$ cat src/rtl/ocw1_mask_registers.sv
// ---------------------------------------------------------------------------
// ocw1_mask_registers
//
// Interrupt mask (IMR) and special mask (ISMR) registers loaded through OCW1.
// Each register is NUM_IRQ bits wide and is written as a sequence of
// DATA_WIDTH-wide bytes, least significant slice first. The leading bytes are
// held in a staging register. The final byte commits the whole word at once,
// so a partially written value never reaches the mask outputs. A byte-wise
// readback pointer walks the committed register that special_mask_mode
// selects.
//
// Ports
//   clock                                    system clock, rising-edge active
//   reset_n                                  asynchronous active-low reset
//   write_initial_command_word_1             ICW1 level: clears masks, aborts
//   write_operation_control_word_1_registers OCW1 write level, one byte/rise
//   special_mask_mode                        0 = IMR, 1 = ISMR
//   internal_data_bus                        write data byte
//   read_operation_control_word_1            readback level, advance on fall
//   read_data                                currently selected readback byte
//   interrupt_mask                           committed IMR
//   interrupt_special_mask                   committed ISMR
//   write_in_progress                        a sequence is partially staged
// ---------------------------------------------------------------------------
module ocw1_mask_registers #(
  parameter int NUM_IRQ    = 16,
  parameter int DATA_WIDTH = 8
) (
  input  logic                  clock,
  input  logic                  reset_n,
  input  logic                  write_initial_command_word_1,
  input  logic                  write_operation_control_word_1_registers,
  input  logic                  special_mask_mode,
  input  logic [DATA_WIDTH-1:0] internal_data_bus,
  input  logic                  read_operation_control_word_1,
  output logic [DATA_WIDTH-1:0] read_data,
  output logic [NUM_IRQ-1:0]    interrupt_mask,
  output logic [NUM_IRQ-1:0]    interrupt_special_mask,
  output logic                  write_in_progress
);

  localparam int BYTES = NUM_IRQ / DATA_WIDTH;
  localparam int PW    = (BYTES > 1) ? $clog2(BYTES) : 1;
  localparam logic [PW-1:0] LAST = PW'(BYTES - 1);

  logic                  wr_prev;
  logic                  rd_prev;
  logic                  target;
  logic [PW-1:0]         wp;
  logic [PW-1:0]         rp;
  logic [NUM_IRQ-1:0]    imr;
  logic [NUM_IRQ-1:0]    ismr;
  logic [NUM_IRQ-1:0]    staging;
  logic [NUM_IRQ-1:0]    commit_val;
  logic [NUM_IRQ-1:0]    read_sel;

  logic wr_edge;
  logic rd_fall;
  logic last_byte;
  logic seq_target;
  logic commit;

  assign wr_edge   = write_operation_control_word_1_registers & ~wr_prev;
  assign rd_fall   = ~read_operation_control_word_1 & rd_prev;
  assign last_byte = (wp == LAST);

  // The first byte of a sequence picks the target from the mode pin; later
  // bytes reuse the latched choice so mode changes mid-sequence are ignored.
  assign seq_target = (wp == '0) ? special_mask_mode : target;

  // ICW1 wins over a simultaneous write edge, so such a byte never commits.
  assign commit = wr_edge & last_byte & ~write_initial_command_word_1;

  // The committed word is the staged lower slices plus the live final byte.
  always_comb begin
    commit_val = staging;
    commit_val[NUM_IRQ-1 -: DATA_WIDTH] = internal_data_bus;
  end

  always_ff @(posedge clock or negedge reset_n) begin
    if (!reset_n) begin
      wr_prev <= 1'b0;
      rd_prev <= 1'b0;
      target  <= 1'b0;
      wp      <= '0;
      rp      <= '0;
      imr     <= '0;
      ismr    <= '0;
      staging <= '0;
    end else begin
      // Edge history keeps tracking the strobes even while ICW1 is held.
      wr_prev <= write_operation_control_word_1_registers;
      rd_prev <= read_operation_control_word_1;

      if (write_initial_command_word_1) begin
        wp      <= '0;
        rp      <= '0;
        imr     <= '0;
        ismr    <= '0;
        staging <= '0;
      end else begin
        if (wr_edge) begin
          target <= seq_target;
          if (last_byte) begin
            if (seq_target) ismr <= commit_val;
            else            imr  <= commit_val;
            wp <= '0;
          end else begin
            for (int k = 0; k < BYTES; k++) begin
              if (wp == PW'(k)) staging[k*DATA_WIDTH +: DATA_WIDTH] <= internal_data_bus;
            end
            wp <= wp + PW'(1);
          end
        end

        // A commit restarts readback at the low slice, overriding a read.
        if (commit) begin
          rp <= '0;
        end else if (rd_fall) begin
          rp <= (rp == LAST) ? '0 : rp + PW'(1);
        end
      end
    end
  end

  // Readback follows the mode pin combinationally over committed state only.
  always_comb begin
    read_sel  = special_mask_mode ? ismr : imr;
    read_data = '0;
    for (int k = 0; k < BYTES; k++) begin
      if (rp == PW'(k)) read_data = read_sel[k*DATA_WIDTH +: DATA_WIDTH];
    end
  end

  assign interrupt_mask         = imr;
  assign interrupt_special_mask = ismr;
  assign write_in_progress      = (wp != '0);

endmodule
$ cat config.mk
export PLATFORM = sky130hd
export DESIGN_NAME = ocw1_mask_registers
export DESIGN_NICKNAME = d
export VERILOG_FILES = /design/src/rtl/ocw1_mask_registers.sv
export SDC_FILE = /design/constraint.sdc
export NUM_CORES = 1
export LEC_CHECK = 0
export BUFFER_PORTS_ARGS = -buffer_cell sky130_fd_sc_hd__buf_4
export CAP_MARGIN = 10
export CORE_ASPECT_RATIO = 0.5
export CORE_MARGIN = 1.5
export CORE_UTILIZATION = 40
export CTS_CLUSTER_DIAMETER = 120
export DETAILED_ROUTE_END_ITERATION = 10
export GPL_TIMING_DRIVEN = 0
export PLACE_DENSITY = 0.66
export SLEW_MARGIN = 10
export SYNTH_ARGS = -nofsm -noshare
export SYNTH_HDL_FRONTEND = slang
export SYNTH_SLANG_ARGS = --single-unit
$ cat constraint.sdc
create_clock -name clock -period 1.5 [get_ports clock]
set_input_delay 0.15 -clock clock [delete_from_list [all_inputs] [get_ports clock]]
set_output_delay 0.15 -clock clock [all_outputs]
set_load 0.01 [all_outputs]
Yosys cells after proc, flatten, opt, wreduce, memory -nomap -nowiden
Cells that the tools add are included.
- register bits after elaboration: 45
- input port bits: 14
- output and inout bits: 41
- word-level logic and storage cells: 48
- $add $sub $neg: 2
- eq/ne operators: 2
- mux-type cells: 21
- bitwise operators: 7
- reductions and logical operators: 8
- operators with widths (kind ; number):
    $mux W16 ; 9
    $mux W8 ; 4
    $mux W1 ; 8
    $reduce_and A3 Y1 ; 2
    $reduce_bool A2 Y1 ; 3
    $and A1 B1 Y1 ; 4
    $ne A2 B2 Y1 const B ; 2
    $reduce_and A2 Y1 ; 2
    $not A1 Y1 ; 3
    $reduce_bool A3 Y1 ; 1
    $add A1 B1 Y1 const B ; 2

Longest topological paths before layout
- depth after elaboration: 6
- depth in mapped cells: 6

Worst setup path before layout
No wires, ideal clock.
- kind: register to register
- start point: reg wp, in the netlist write_in_progress
- end point: reg target
- setup time: 128 ps
- arrival: 1431 ps
- slack: -58 ps
- stages on the path, launching flop included: 6
- buffers on the path: 2
- clock period less this slack: 1558 ps
- path through: dfrtp_1 -> buf_6 -> or3b_1 -> buf_6 -> nor2_4 -> mux2_1
- longest elaborated chain between the ends: 1
- RTL lines (element ; RTL line ; RTL):
    start, declared ; 49 ; logic [PW-1:0] wp;
    start signal, assigned ; 112 ; wp <= wp + PW'(1);
    $mux W1 ; 69 ; assign seq_target = (wp == '0) ? special_mask_mode : target;
    end signal, assigned ; 103 ; target <= seq_target;
    end, declared ; 48 ; logic target;
No other way between the ends.
A chain may end at the register's enable or synchronous reset.

Worst setup path in the final report
- start point: reg ismr[10], in the netlist interrupt_special_mask[10]
- end point: out read_data[2]
- longest elaborated chain between the ends: 2
- RTL lines (element ; RTL line ; RTL):
    start, declared ; 52 ; logic [NUM_IRQ-1:0] ismr;
    start signal, assigned ; 105 ; if (seq_target) ismr <= commit_val;
    $mux W16 ; 128 ; read_sel = special_mask_mode ? ismr : imr;
    $mux W8 ; 131 ; if (rp == PW'(k)) read_data = read_sel[k*DATA_WIDTH +: DATA_WIDTH];
    end, declared ; 36 ; output logic [DATA_WIDTH-1:0] read_data,
No other way between the ends.

==> metrics.txt <==
# TYPE chip_impl_metric gauge
chip_impl_metric{name="synth_cell_types",unit=""} 22
chip_impl_metric{name="cts.sinks",unit=""} 45
chip_impl_info{name="critical_path.cell_chain",value="mux4_2, buf_6"} 1
chip_impl_metric{name="min_period_over_period",unit=""} 0.9949
chip_impl_info{name="tritoncts",value="yes"} 1
chip_impl_metric{name="fillers",unit=""} 435
chip_impl_metric{name="synth_sequential_area_ratio",unit=""} 0.5566
chip_impl_metric{name="drive_above_1_share",unit=""} 0.3636
chip_impl_info{name="yosys_most_used_dff",value="dfrtp_1"} 1
chip_impl_metric{name="route.detailed.vias_per_inst",unit=""} 4.944
chip_impl_metric{name="floorplan.initialDensity",unit=""} 0.4140
chip_impl_info{name="clk_root_buffer_cell",value="clkbuf_8"} 1
chip_impl_metric{name="boundaryPins",unit=""} 55
chip_impl_info{name="setup.worst_path.start_class",value="flip-flop"} 1
chip_impl_metric{name="cap_viol_max_count",unit=""} 0
chip_impl_metric{name="footprint_of_the_flip_flops_and_latches",unit="sq um"} 1127
chip_impl_metric{name="clockPowerShare",unit=""} 0.355
chip_impl_metric{name="dp_hpwl",unit="microns"} 3514
chip_impl_metric{name="switching_share_of_power",unit=""} 0.2469
chip_impl_metric{name="buffer_ports.inserted",unit=""} 52
chip_impl_metric{name="design_area",unit="sq um"} 2833
chip_impl_metric{name="finalWirelength",unit="microns"} 5467
chip_impl_metric{name="synthesized_area_divided_by_synthesized_cell_count",unit="sq um"} 9.918
chip_impl_metric{name="share_of_synthesized_registers_carrying_an_async_set_or_reset",unit=""} 1.000
chip_impl_metric{name="worst_path_setup_slack_after_routing",unit="ns"} 0.007695
chip_impl_metric{name="relSlewSlack",unit=""} 0.5670
chip_impl_metric{name="net-switching-power",unit="uW"} 579.2
chip_impl_info{name="synth_commonest_cells",value="nand2_1, dfrtp_1, a21oi_1"} 1
chip_impl_metric{name="multi_input_area",unit="sq um"} 813.3
chip_impl_metric{name="clockBufferDepth",unit=""} 2
chip_impl_metric{name="fmax",unit="GHz"} 0.6701
chip_impl_metric{name="p_comb_frac",unit=""} 0.105
chip_impl_metric{name="placed_cells_incl_taps",unit=""} 326
chip_impl_metric{name="vias_in_the_first_global_route",unit=""} 1546
chip_impl_metric{name="fp.dieArea",unit="sq um"} 5520
chip_impl_metric{name="place.gp.congestion",unit=""} 0.8060
chip_impl_metric{name="cts_htree_levels",unit=""} 2
chip_impl_info{name="status",value="finished, final reports clean"} 1
chip_impl_metric{name="route.detailed.wl_per_inst",unit="microns"} 15.36
chip_impl_metric{name="vias",unit=""} 1760
chip_impl_metric{name="power_density",unit="nW/um^2"} 828.0
chip_impl_metric{name="maximum_net_fanout_on_the_critical_path",unit=""} 3
chip_impl_info{name="critical-path-top-delay-family",value="multiplexers"} 1
chip_impl_metric{name="clock_insertion_delay_worst_skew",unit="ns"} 0.31
chip_impl_metric{name="track_usage",unit=""} 0.2000
chip_impl_metric{name="drtAntennaViolNets",unit=""} 0
chip_impl_metric{name="cts-buffers-inserted",unit=""} 5
chip_impl_metric{name="drt_iter0_drc",unit=""} 132
chip_impl_metric{name="final_nets",unit=""} 299
chip_impl_metric{name="die_width",unit="microns"} 103.6
chip_impl_info{name="post_synth_main_area_contributors",value="dfrtp_1, nand2_1, a21oi_1, mux4_2, buf_2"} 1
chip_impl_metric{name="preCtsSetupSlack",unit="ns"} -0.03263
chip_impl_metric{name="grt_max_degree",unit=""} 46
chip_impl_info{name="rsz0062_at_grt",value="true"} 1
chip_impl_metric{name="drt_pre_antenna_iters",unit=""} 4
chip_impl_metric{name="yosys_register_bits",unit=""} 45
chip_impl_metric{name="cell_internal_pwr",unit="uW"} 1766
chip_impl_metric{name="worst-slew-pin-transition",unit="ns"} 0.6495
chip_impl_metric{name="worstPathBufferInverterCount",unit=""} 1
chip_impl_metric{name="synthCells",unit=""} 204
chip_impl_metric{name="max_stage_delay",unit="ns"} 0.49
chip_impl_info{name="critical_path_class",value="reg -> out"} 1
chip_impl_metric{name="grt_antenna_before_repair",unit=""} 0
chip_impl_metric{name="power.share.sequential",unit=""} 0.540
chip_impl_metric{name="drc",unit=""} 0
chip_impl_metric{name="synth_warn",unit=""} 0
chip_impl_metric{name="total_power",unit="uW"} 2346
chip_impl_info{name="timing.hold.worst.class",value="in -> reg"} 1
chip_impl_metric{name="power.ir.vdd_worst",unit="uV"} 400.5
chip_impl_metric{name="leakage_power_figure",unit="uW"} 0.001310
chip_impl_info{name="cp_max_stage_cell",value="mux4_2"} 1
chip_impl_metric{name="hold_viol_final",unit=""} 0
chip_impl_metric{name="reg2reg_setup_slack",unit="ns"} 0.05
chip_impl_metric{name="post_synth_instance_area",unit="sq um"} 2023
chip_impl_metric{name="rows",unit=""} 18
chip_impl_metric{name="timing.final.setup_violations",unit=""} 0
chip_impl_metric{name="placeableCoreArea",unit="sq um"} 4887
chip_impl_info{name="worstSetupEndpointType",value="primary output"} 1
chip_impl_metric{name="final_period_minus_worst_setup_slack",unit="ns"} 1.492
chip_impl_metric{name="synth.top_cell.area_share",unit=""} 0.5566
chip_impl_metric{name="grt_first_pass_wirelength",unit="microns"} 8086
chip_impl_metric{name="drv_slew",unit=""} 0
chip_impl_metric{name="worstPathRequired",unit="ns"} 1.35
chip_impl_info{name="post-synth-top-area-cell",value="dfrtp_1"} 1
chip_impl_metric{name="postPlaceCellArea",unit="sq um"} 2505
chip_impl_metric{name="fin_cells",unit=""} 356
chip_impl_metric{name="timing.clock.skew",unit="ns"} 0.01149
chip_impl_metric{name="worstPathArrival",unit="ns"} 1.34
chip_impl_metric{name="path_clk_slew",unit="ns"} 0.09
chip_impl_metric{name="die_height",unit="microns"} 53.29
chip_impl_metric{name="postSynthNetCount",unit=""} 218
chip_impl_metric{name="flow.area_growth_from_synthesis",unit="%"} 40.01
chip_impl_metric{name="synth_edf_count",unit=""} 0
chip_impl_info{name="synthMostInstantiatedCell",value="nand2_1"} 1
chip_impl_metric{name="grt.overflow.total",unit=""} 0
chip_impl_metric{name="fin_util",unit=""} 0.5796
chip_impl_metric{name="antenna_cells_inserted",unit=""} 0
-- power groups by stage --
stage | registers, uW | logic [uW] | clock network [uW]
3_3_place_gp | 1290 | 220 | 0
6_report | 1270 | 246 | 833
3_5_place_dp | 1290 | 224 | 0
5_1_grt | 1270 | 271 | 913
4_1_cts | 1270 | 233 | 852
2_1_floorplan | 1290 | 114 | 0
-- final cells by class --
class / instances / area share
Multi-Input combinational cell: 141 / 0.2871
Timing Repair Buffer: 77 / 0.2173
Sequential cell: 45 / 0.3980
Clock buffer: 7 / 0.03401
Clock inverter: 1 / 0.001767
Buffer: 13 / 0.02827
Tap cell: 70 / 0.03092
Inverter: 2 / 0.002650
-- state kept, by name (all words and copies together), names as in the netlist --
register and flops:
rp 1, rd_prev 1, staging 8, wr_prev 1, interrupt_mask 16, target 1
interrupt_special_mask 16, write_in_progress 1
-- cell families (layout without fill, tap and decap cells) --
family | Yosys count | after routing | share of synthesized area
buf+inv | 18 | 100 | 0.04762
flops | 45 | 45 | 0.5566
mux | 9 | 9 | 0.09462
xor+xnor | 1 | 1 | 0.004330
simple gates | 88 | 88 | 0.1886
compound gates | 43 | 43 | 0.1082
-- stage by stage --
step                      hold WS (ns)  TNS [ns]
after floorplan                -0.1456  -0.02432
after global placement          0.1789  -0.01161
after detailed placement        0.1877  -0.09335
after CTS                     0.003382  -0.02011
after global routing           0.09350   -0.1423
final                          0.09051         0
-- worst reg2reg max path, delay by kind of cell (launching register included) --
| kind | cells | cell delay (ns) |
|---|---|---|
| DFF | 1 | 0.40 |
| and+or+nand+nor | 2 | 0.50 |
| buffers and inverters | 1 | 0.14 |
| muxes | 1 | 0.29 |
-- layout by cell type, fill, tap and decap left out --
cell            n
dlygate4sd3_1   3
dfrtp_1        44
buf_6          11
clkinv_2        1
buf_2           3
clkbuf_2        1
clkbuf_8        7
a21oi_1        41
or3b_4          1
o21ai_0         1
xnor2_1         1
mux4_2          8
and4bb_2        1
nor2_4          1
nor2b_1         1
dfrtp_2         1
a311oi_1        1
mux2_4          1
inv_1           2
clkbuf_1        5
buf_4          67
nor3b_4         1
nand4b_1        1
nand2_1        80
nand4bb_1       1
and4b_1         1
-- timing repair --
| action | 4_1_cts | 5_1_grt |
|---|---|---|
| buffers inserted | 4 | 18 |
| hold buffers | 2 | 1 |
| resized for setup | 2 | 15 |
| pin swaps | 0 | 1 |
| endpoints found under the setup margin | 19 | 29 |
| endpoints found under the hold margin | 46 | 1 |
-- layer usage --
metal | vias up | share of wire | track usage
met5 | - | 0 | 0
met4 | 0 | 0.0075 | 0.05556
met3 | 6 | 0.052 | 0.06527
met2 | 41 | 0.48 | 0.3100
met1 | 868 | 0.46 | 0.2709
li1 | 845 | - | -
-- worst paths after layout --
| kind | startpoint | end | depth (start not counted) |
|---|---|---|---|
| max | interrupt_special_mask[10]$_DFFE_PN0P_ | read_data[2] | 2 |
| min | internal_data_bus[5] | staging[5]$_DFFE_PN0P_ | 3 |
| max reg2reg | write_in_progress$_DFFE_PN0P_ | target$_DFFE_PN0P_ | 4 |
| min reg2reg | staging[6]$_DFFE_PN0P_ | interrupt_mask[6]$_DFFE_PN0P_ | 2 |
| max in group asynchronous | reset_n | wr_prev$_DFF_PN0_ | 2 |
| min in group asynchronous | reset_n | interrupt_special_mask[12]$_DFFE_PN0P_ | 2 |
Note: power is estimated with default switching activity, not from simulation.
